[config.mk]
export PLATFORM = sky130hd
export DESIGN_NAME = vga_fb_scanout
export DESIGN_NICKNAME = d
export VERILOG_FILES = /design/src/rtl/vga_fb_scanout.sv
export SDC_FILE = /design/constraint.sdc
export NUM_CORES = 1
export LEC_CHECK = 0
export ABC_AREA = 0
export CAP_MARGIN = 10
export CORE_MARGIN = 3
export CORE_UTILIZATION = 42
export CTS_BUF_LIST = sky130_fd_sc_hd__clkbuf_16
export DETAILED_ROUTE_END_ITERATION = 8
export PLACE_DENSITY = 0.71
export SKIP_LAST_GASP = 1
export SLEW_MARGIN = 30
export SYNTH_ARGS = -nofsm -noshare
export SYNTH_HDL_FRONTEND = slang
export SYNTH_SLANG_ARGS = --single-unit
[constraint.sdc]
create_clock -name clk -period 2.4 [get_ports clk]
set_input_delay 0.36 -clock clk [delete_from_list [all_inputs] [get_ports clk]]
set_output_delay 0.36 -clock clk [all_outputs]
set_load 0.03 [all_outputs]
[src/rtl/vga_fb_scanout.sv]
// vga_fb_scanout: VGA timing generator plus packed-pixel framebuffer scan-out.
// Counters walk the raster, a fetch stage reads one VRAM byte per PPB pixels,
// a shift register unpacks pixels LSB-first, and an optional palette maps
// them to RGB332. Sync, blanking and colour share one 3-stage delay so they
// leave the block exactly aligned.
module vga_fb_scanout #(
    parameter int H_ACTIVE = 640,
    parameter int H_FP     = 16,
    parameter int H_SYNC   = 96,
    parameter int H_BP     = 48,
    parameter int V_ACTIVE = 480,
    parameter int V_FP     = 10,
    parameter int V_SYNC   = 2,
    parameter int V_BP     = 33,
    parameter int BPP      = 1,
    parameter int VRAM_AW  = 16
) (
    input  logic               clk,
    input  logic               clr,
    input  logic [VRAM_AW-1:0] fb_base,
    input  logic               pal_we,
    input  logic [BPP-1:0]     pal_idx,
    input  logic [7:0]         pal_data,
    output logic [VRAM_AW-1:0] vram_addr,
    input  logic [7:0]         vram_dout,
    output logic               hsync,
    output logic               vsync,
    output logic               vidon,
    output logic               vblank,
    output logic [2:0]         red,
    output logic [2:0]         green,
    output logic [1:0]         blue
);

    localparam int H_TOTAL    = H_ACTIVE + H_FP + H_SYNC + H_BP;
    localparam int V_TOTAL    = V_ACTIVE + V_FP + V_SYNC + V_BP;
    localparam int HW         = $clog2(H_TOTAL);
    localparam int VW         = $clog2(V_TOTAL);
    localparam int PPB        = 8 / BPP;
    localparam int PAL_N      = 2 ** BPP;
    localparam int LINE_BYTES = H_ACTIVE / PPB;
    localparam int HS_START   = H_ACTIVE + H_FP;
    localparam int HS_END     = HS_START + H_SYNC - 1;
    localparam int VS_START   = V_ACTIVE + V_FP;
    localparam int VS_END     = VS_START + V_SYNC - 1;

    // PPB is a power of two, so "hcnt mod PPB == 0" is a test of the low bits.
    localparam logic [HW-1:0] PPB_MASK = HW'(PPB - 1);

    // Per-position control bits carried down the delay line beside the data.
    typedef struct packed {
        logic vidon;
        logic hsync;
        logic vsync;
        logic vblank;
        logic load;     // this position starts a new VRAM byte
    } stage_t;

    localparam stage_t STAGE_IDLE = '{vidon: 1'b0, hsync: 1'b1, vsync: 1'b1,
                                      vblank: 1'b0, load: 1'b0};

    // Raster counters and fetch pointers.
    logic [HW-1:0]      hcnt_q, hcnt_d;
    logic [VW-1:0]      vcnt_q, vcnt_d;
    logic [VRAM_AW-1:0] line_ptr_q, line_ptr_d;
    logic [VRAM_AW-1:0] byte_ptr_q, byte_ptr_d;
    logic [VRAM_AW-1:0] vram_addr_q, vram_addr_d;

    // Delay line: stage 1 lines up with vram_addr, stage 2 with vram_dout.
    stage_t s1_q, s2_q;

    // Unpacking and output registers.
    logic [7:0]     shreg_q, shreg_d;
    logic [7:0]     byte_src;
    logic [BPP-1:0] pix;
    logic [7:0]     colour;
    logic [7:0]     colour_q;
    logic           hsync_q, vsync_q, vidon_q, vblank_q;

    // Decoded view of the current counter position.
    logic h_last, v_last, h_active, v_active;
    logic active0, hs0, vs0, vb0, fetch0;

    // Decode the current raster position into sync, blanking and fetch flags.
    // NOTE: every signal written in an always_comb is given a value before any
    // condition, so the block never has a path that holds state (no latch).
    always_comb begin
        h_last   = (hcnt_q == HW'(H_TOTAL - 1));
        v_last   = (vcnt_q == VW'(V_TOTAL - 1));
        h_active = (hcnt_q < HW'(H_ACTIVE));
        v_active = (vcnt_q < VW'(V_ACTIVE));
        active0  = h_active && v_active;
        hs0      = !((hcnt_q >= HW'(HS_START)) && (hcnt_q <= HW'(HS_END)));
        vs0      = !((vcnt_q >= VW'(VS_START)) && (vcnt_q <= VW'(VS_END)));
        vb0      = !v_active;
        fetch0   = active0 && ((hcnt_q & PPB_MASK) == '0);
    end

    // Next-state for counters, line/byte pointers and the VRAM address.
    always_comb begin
        hcnt_d      = hcnt_q + HW'(1);
        vcnt_d      = vcnt_q;
        line_ptr_d  = line_ptr_q;
        byte_ptr_d  = byte_ptr_q;
        vram_addr_d = vram_addr_q;

        if (fetch0) begin
            vram_addr_d = byte_ptr_q;
            byte_ptr_d  = byte_ptr_q + VRAM_AW'(1);
        end

        if (h_last) begin
            hcnt_d = '0;
            if (v_last) begin
                // Frame boundary: the only point where a new base is taken,
                // which is what makes page flips and scrolls tear-free.
                vcnt_d     = '0;
                line_ptr_d = fb_base;
                byte_ptr_d = fb_base;
            end else begin
                vcnt_d = vcnt_q + VW'(1);
                if (v_active) begin
                    line_ptr_d = line_ptr_q + VRAM_AW'(LINE_BYTES);
                    byte_ptr_d = line_ptr_q + VRAM_AW'(LINE_BYTES);
                end
            end
        end
    end

    // Raster counters, pointers and the registered VRAM address.
    // NOTE: sequential state is written with non-blocking assignments so every
    // register in the design samples pre-edge values, independent of order.
    always_ff @(posedge clk) begin
        if (clr) begin
            hcnt_q      <= '0;
            vcnt_q      <= '0;
            line_ptr_q  <= fb_base;
            byte_ptr_q  <= fb_base;
            vram_addr_q <= '0;
        end else begin
            hcnt_q      <= hcnt_d;
            vcnt_q      <= vcnt_d;
            line_ptr_q  <= line_ptr_d;
            byte_ptr_q  <= byte_ptr_d;
            vram_addr_q <= vram_addr_d;
        end
    end

    // Pick this position's pixel: a fresh byte from VRAM or the shifted remainder.
    always_comb begin
        byte_src = s2_q.load ? vram_dout : shreg_q;
        pix      = byte_src[BPP-1:0];
        shreg_d  = byte_src >> BPP;
    end

    generate
        if (BPP < 8) begin : g_pal
            logic [7:0] pal_q [PAL_N];

            // CPU-writable palette; a write is visible from the next clock on.
            // NOTE: the palette is a small flop-based register file with a fixed
            // reset image (entry 0 black, the rest white), so it is reset in
            // place rather than left undefined like a RAM would be.
            always_ff @(posedge clk) begin
                if (clr) begin
                    for (int i = 0; i < PAL_N; i++) begin
                        pal_q[i] <= (i == 0) ? 8'h00 : 8'hFF;
                    end
                end else if (pal_we) begin
                    pal_q[pal_idx] <= pal_data;
                end
            end

            assign colour = pal_q[pix];
        end else begin : g_direct
            // 8-bit pixels are already RGB332; the palette port is not used.
            logic unused_pal;
            assign unused_pal = &{1'b0, pal_we, pal_idx, pal_data};
            assign colour     = pix;
        end
    endgenerate

    // Delay line for control, the unpacking shift register and output registers.
    always_ff @(posedge clk) begin
        if (clr) begin
            s1_q     <= STAGE_IDLE;
            s2_q     <= STAGE_IDLE;
            shreg_q  <= '0;
            colour_q <= '0;
            hsync_q  <= 1'b1;
            vsync_q  <= 1'b1;
            vidon_q  <= 1'b0;
            vblank_q <= 1'b0;
        end else begin
            s1_q     <= '{vidon: active0, hsync: hs0, vsync: vs0,
                          vblank: vb0, load: fetch0};
            s2_q     <= s1_q;
            shreg_q  <= shreg_d;
            colour_q <= s2_q.vidon ? colour : 8'h00;
            hsync_q  <= s2_q.hsync;
            vsync_q  <= s2_q.vsync;
            vidon_q  <= s2_q.vidon;
            vblank_q <= s2_q.vblank;
        end
    end

    assign vram_addr = vram_addr_q;
    assign hsync     = hsync_q;
    assign vsync     = vsync_q;
    assign vidon     = vidon_q;
    assign vblank    = vblank_q;
    assign red       = colour_q[7:5];
    assign green     = colour_q[4:2];
    assign blue      = colour_q[1:0];

endmodule

[After elaboration in Yosys (flattened, before gate mapping)]
Memory sizes are Yosys's and may differ from the RTL's. A register that Yosys moved wholly into a read port is not among the register bits.
Cells that the tools add are included.
Word-level totals
  register bits after elaboration: 90
  bits in writable memories: 16
  bits of input ports: 36
  output and inout bits: 28
  word-level logic and storage cells: 68
  memories kept: 1
Operators by class
  add/sub/neg operators: 4
  magnitude comparators: 6
  equal/unequal tests: 2
  muxes and demuxes: 19
  bitwise operators: 1
  reductions and logical operators: 14
Memories
  g_pal.pal_q: depth 2, width 8, rd ports 1, clocked after memory_dff 1, write ports 2, line 158  | logic [7:0] pal_q [PAL_N];
Operators with widths (number)
  16-bit 2-to-1 mux: 9
  10-bit by 1-bit adder with 10-bit output, second input constant: 2
  10-bit equality test, second input constant: 2
  16-bit by 1-bit adder with 16-bit output, second input constant: 1
  16-bit by 7-bit adder with 16-bit output, second input constant: 1
  8-bit 2-to-1 mux: 2
  10-bit >= comparator, second input constant: 1
  10-bit by 9-bit >= comparator with 1-bit output, second input constant: 1
  10-bit less-or-equal comparator, second input constant: 1
  10-bit by 9-bit less-or-equal comparator with 1-bit output, second input constant: 1
  10-bit logical NOT: 1
  10-bit < comparator, second input constant: 1
  10-bit by 9-bit < comparator with 1-bit output, second input constant: 1
  10-bit 2-to-1 mux: 1
  8-bit OR reduction: 1
  1-bit 2-to-1 mux: 7
  1-bit logical AND: 4
  2-bit OR reduction: 2
  1-bit logical NOT: 3
  3-bit nonzero test: 1
  2-bit AND reduction: 1
  2-bit nonzero test: 1
  1-bit NOT: 1

[Logic depth before layout (Yosys ltp)]
  word-level depth: 8
  depth in mapped cells: 9
  mapped depth without buffers: 7

[Least setup slack after synthesis]
Ideal clock, no wire load.
  path kind: flip-flop to flip-flop
  from: register hcnt_q[0]
  to: register line_ptr_q[10], enable pin
  setup time: 344 ps
  arrival: 1797 ps
  required time: 2056 ps
  setup slack: 259 ps
  cell stages (with the launch flop): 9
  path buffers: 2
  clock period less this slack: 2141 ps
  cells stage by stage: dfxtp_1 ha_1 nand4_2 nor4_1 o21ai_1 nor2b_1 buf_2 buf_2 inv_1
Between the ends
  cells in the longest elaborated chain, start to end: 3
Ends and longest elaborated chain
  start: declaration: line 63  | logic [HW-1:0] hcnt_q, hcnt_d;
  start signal: assignment: line 141  | hcnt_q <= hcnt_d;
  10-bit equality test: line 88  | h_last = (hcnt_q == HW'(H_TOTAL - 1));
  2-bit nonzero test (no source line)
  2-bit AND reduction (no source line)
  end signal: assignment: line 137  | line_ptr_q <= fb_base;
  end signal: assignment: line 143  | line_ptr_q <= line_ptr_d;
  end: declaration: line 65  | logic [VRAM_AW-1:0] line_ptr_q, line_ptr_d;
No other way between the ends.
A chain may end at the register's enable or synchronous reset.

[Worst setup path in the final report]
  from: register hcnt_q[0]
  to: register line_ptr_q[13], enable pin
The elaborated chain is that of the path after synthesis.

==> impl_metrics.env <==
export IMPL_drc_errors=0
export IMPL_track_usage_pct=16.6
export IMPL_status="completed"
export IMPL_antennaDiodeCount=0
export IMPL_period_share_pct=91.7
export IMPL_avgRoutedWirePerCell_um=14.4
export IMPL_synth_top_area_share_pct=33.5
export IMPL_min_path_type="input pin to flip-flop"
export IMPL_cts_tree="done"
export IMPL_synth_top_family_by_area="simple AND/OR/NAND/NOR gates"
export IMPL_mostFrequentLayoutCell="dfxtp_1"
export IMPL_clkLatencyLatePin_ps=410
export IMPL_cp_end_kind="flip-flop"
export IMPL_grt_max_degree=25
export IMPL_cts_root_buf="clkbuf_16"
export IMPL_gp_congestion=0.818
export IMPL_p_leak_nw=2.37
export IMPL_globalRoute_totalOverflow=0
export IMPL_hold_buffers=0
export IMPL_first_pass_iters=4
export IMPL_syn_nets=526
export IMPL_start_kind="flip-flop"
export IMPL_final_cell_mix="81 x dfxtp_1, 71 x nand2_1, 62 x clkdlybuf4s50_1"
export IMPL_synthAdderAreaFrac_pct=1.55
export IMPL_worst_pin_slew_ps=703
export IMPL_nNetsFinal=602
export IMPL_path_clk_slew_ps=50
export IMPL_cpPeakStageDelay_ps=400
export IMPL_cts_buffers=17
export IMPL_detail_route_iter0_violations=161
export IMPL_max_freq_ghz=0.454
export IMPL_synth_simple_area_share_pct=22.7
export IMPL_post_cts_buffers=0
export IMPL_setup_viol=0
export IMPL_slew_headroom_pct=52.2
export IMPL_synthCells=484
export IMPL_synth_xor_area_share_pct=7.42
export IMPL_syn_avg_cell_area_um2=10.0
export IMPL_crit_required_ps=2450
export IMPL_pwr_density_cell_mw_per_mm2=864
export IMPL_synth_cell_types=51
export IMPL_synth_seq_cells=113
export IMPL_initial_utilization_pct=43.9
export IMPL_clkSinkCount=113
export IMPL_hold_viol=0
export IMPL_crit_family="simple AND/OR/NAND/NOR gates"
export IMPL_core_area_mm2=0.0110
export IMPL_arrival_ps=2250
export IMPL_instances_no_fill=713
export IMPL_die_y_um=113
export IMPL_ant_nets=0
export IMPL_finalSetupTns_ps=0
export IMPL_rsz0062_at_grt="no"
export IMPL_cts_resized_gates=0
export IMPL_crit_chain="ha_1, nand4_2, nor4_1, o21ai_1, nor2b_1, inv_1"
export IMPL_row_count=38
export IMPL_slew_violations=0
export IMPL_final_layout_size_suffix_gt1_share_pct=12.7
export IMPL_antenna_found_initial=0
export IMPL_portBuffers=63
export IMPL_cp_max_fo=12
export IMPL_wl_mm=10.3
export IMPL_fin_skew_ps=8.28
export IMPL_cap_violations=0
export IMPL_async_reset_ff_share_pct=0
export IMPL_grt_pass1_wl_mm=16.8
export IMPL_power_mw=5.41
export IMPL_synth_ff_type="dfxtp_1"
export IMPL_syn_to_final_growth_pct=29.3
export IMPL_dp_cells=681
export IMPL_synth_area_leader_cell="dfxtp_1"
export IMPL_cp_slowest_cell="dfxtp_1"
export IMPL_ys_warn_count=0
export IMPL_min_period_ps=2200
export IMPL_dp_hpwl_mm=7.43
export IMPL_vdd_ir_drop_max_mv=0.657
export IMPL_synth_area_mm2=0.00484
export IMPL_h_tree_depth=4
export IMPL_cts_buffer_depth=2
export IMPL_io_pins=64
export IMPL_ys_seq_area_share_pct=53.4
export IMPL_synth_compound_area_share_pct=8.97
export IMPL_routed_via_density=5.10
export IMPL_die_area_mm2=0.0128
export IMPL_grt_pass1_vias=3533
export IMPL_critPathBufInv=1
export IMPL_muxShareOfSynthArea_pct=3.39
export IMPL_vias=3635
export IMPL_die_w_um=113
export IMPL_synth_edf_count=32
export IMPL_synthTopCellsByArea="dfxtp_1 34%, edfxtp_1 20%, nand2_1 5.5%"
export IMPL_critical_path_class="flip-flop to flip-flop"
[final cells by class]
type                    instances  area, um2
fillers                       992       4770
flip-flops and latches        113       2580
multi-input cells             343       2130
repair buffers                 74        708
clock buffers                  18        450
well taps                     140        175
clock inverters                14        168
inverters                      11       41.3
[worst paths after layout]
| path | start | end | slack [ps] | cells after the start |
|---|---|---|---|---|
| min reg2reg | s2_q[3]$_SDFF_PP1_ | hsync$_SDFF_PP1_ | 410 | 1 |
| max | hcnt_q[0]$_SDFF_PP0_ | line_ptr_q[13]$_DFFE_PP_ | 200 | 6 |
| max reg2reg | hcnt_q[0]$_SDFF_PP0_ | line_ptr_q[13]$_DFFE_PP_ | 200 | 6 |
| min | clr | vram_addr[15]$_SDFFE_PP0N_ | 410 | 2 |
[stage by stage]
stage          hold WS, ps  util, %  cell area, um2  setup slack (ps)
6_report               405     56.7            6260               200
5_1_grt                419     56.7            6260              14.3
4_1_cts                399     56.7            6260               183
3_5_place_dp           394     51.1            5640               193
3_3_place_gp           393     51.1            5640               311
2_1_floorplan          389        -            4840               259
[cell families after synthesis]
family,Yosys count
xor gates and xnor gates,41
adders and majority gates,6
and+or+nand+nor,218
buffers and inverters,28
muxes,16
AOI/OAI and AO/OA,62
DFF,113
[Yosys cell counts, types with 2 or more instances]
master and instances:
nor4_1 4, nand2b_1 2, nor3_1 11, nor2_1 46
nand4_1 11, clkbuf_1 10, o22ai_2 8, nor2b_1 5
and4_1 3, xor2_1 19, buf_6 2, nor4b_1 2
or3_1 2, ha_1 6, a21oi_1 30, nand3b_1 3
edfxtp_1 32, o2bb2ai_1 4, nor3b_1 3, dfxtp_1 81
a221oi_1 4, or2_2 14, buf_2 4, o21ai_0 9
nand3_1 12, and2_1 12, nor3_2 2, inv_1 10
and3_1 6, xnor2_1 22, nand2_1 71, mux2i_1 15
[report_power, final]
| group | total [mW] | internal, mW | switching (mW) | leakage, nW |
|---|---|---|---|---|
| Sequential | 2.19 | 2.10 | 0.0915 | 0.983 |
| Combinational | 0.605 | 0.270 | 0.334 | 1.07 |
| Clock | 2.61 | 1.77 | 0.837 | 0.318 |
[worst reg2reg max path, cell delays in order, from the launching register on]
cell and delay (ps):
dfxtp_1 400, ha_1 270, nand4_2 170, nor4_1 310, o21ai_1 160, nor2b_1 170, inv_1 370
[state kept, by name (all words and copies together), names as in the netlist]
| register | count |
|---|---|
| byte_ptr_q | 16 |
| colour_q | 8 |
| g_pal.pal_q | 16 |
| hcnt_q | 10 |
| hsync | 1 |
| line_ptr_q | 16 |
| s1_q | 5 |
| s2_q | 5 |
| shreg_q | 7 |
| vblank | 1 |
| vcnt_q | 10 |
| vidon | 1 |
| vram_addr | 16 |
| vsync | 1 |
[per-layer routing]
| metal | routed length, um | GRT usage [%] | up-vias |
|---|---|---|---|
| li1 | - | - | 1830 |
| met1 | 4810 | 21.2 | 1694 |
| met2 | 4710 | 26.3 | 98 |
| met3 | 611 | 4.76 | 13 |
| met4 | 146 | 7.45 | 0 |
| met5 | 0 | 0 | - |
Power figures use the tool's default switching activity.
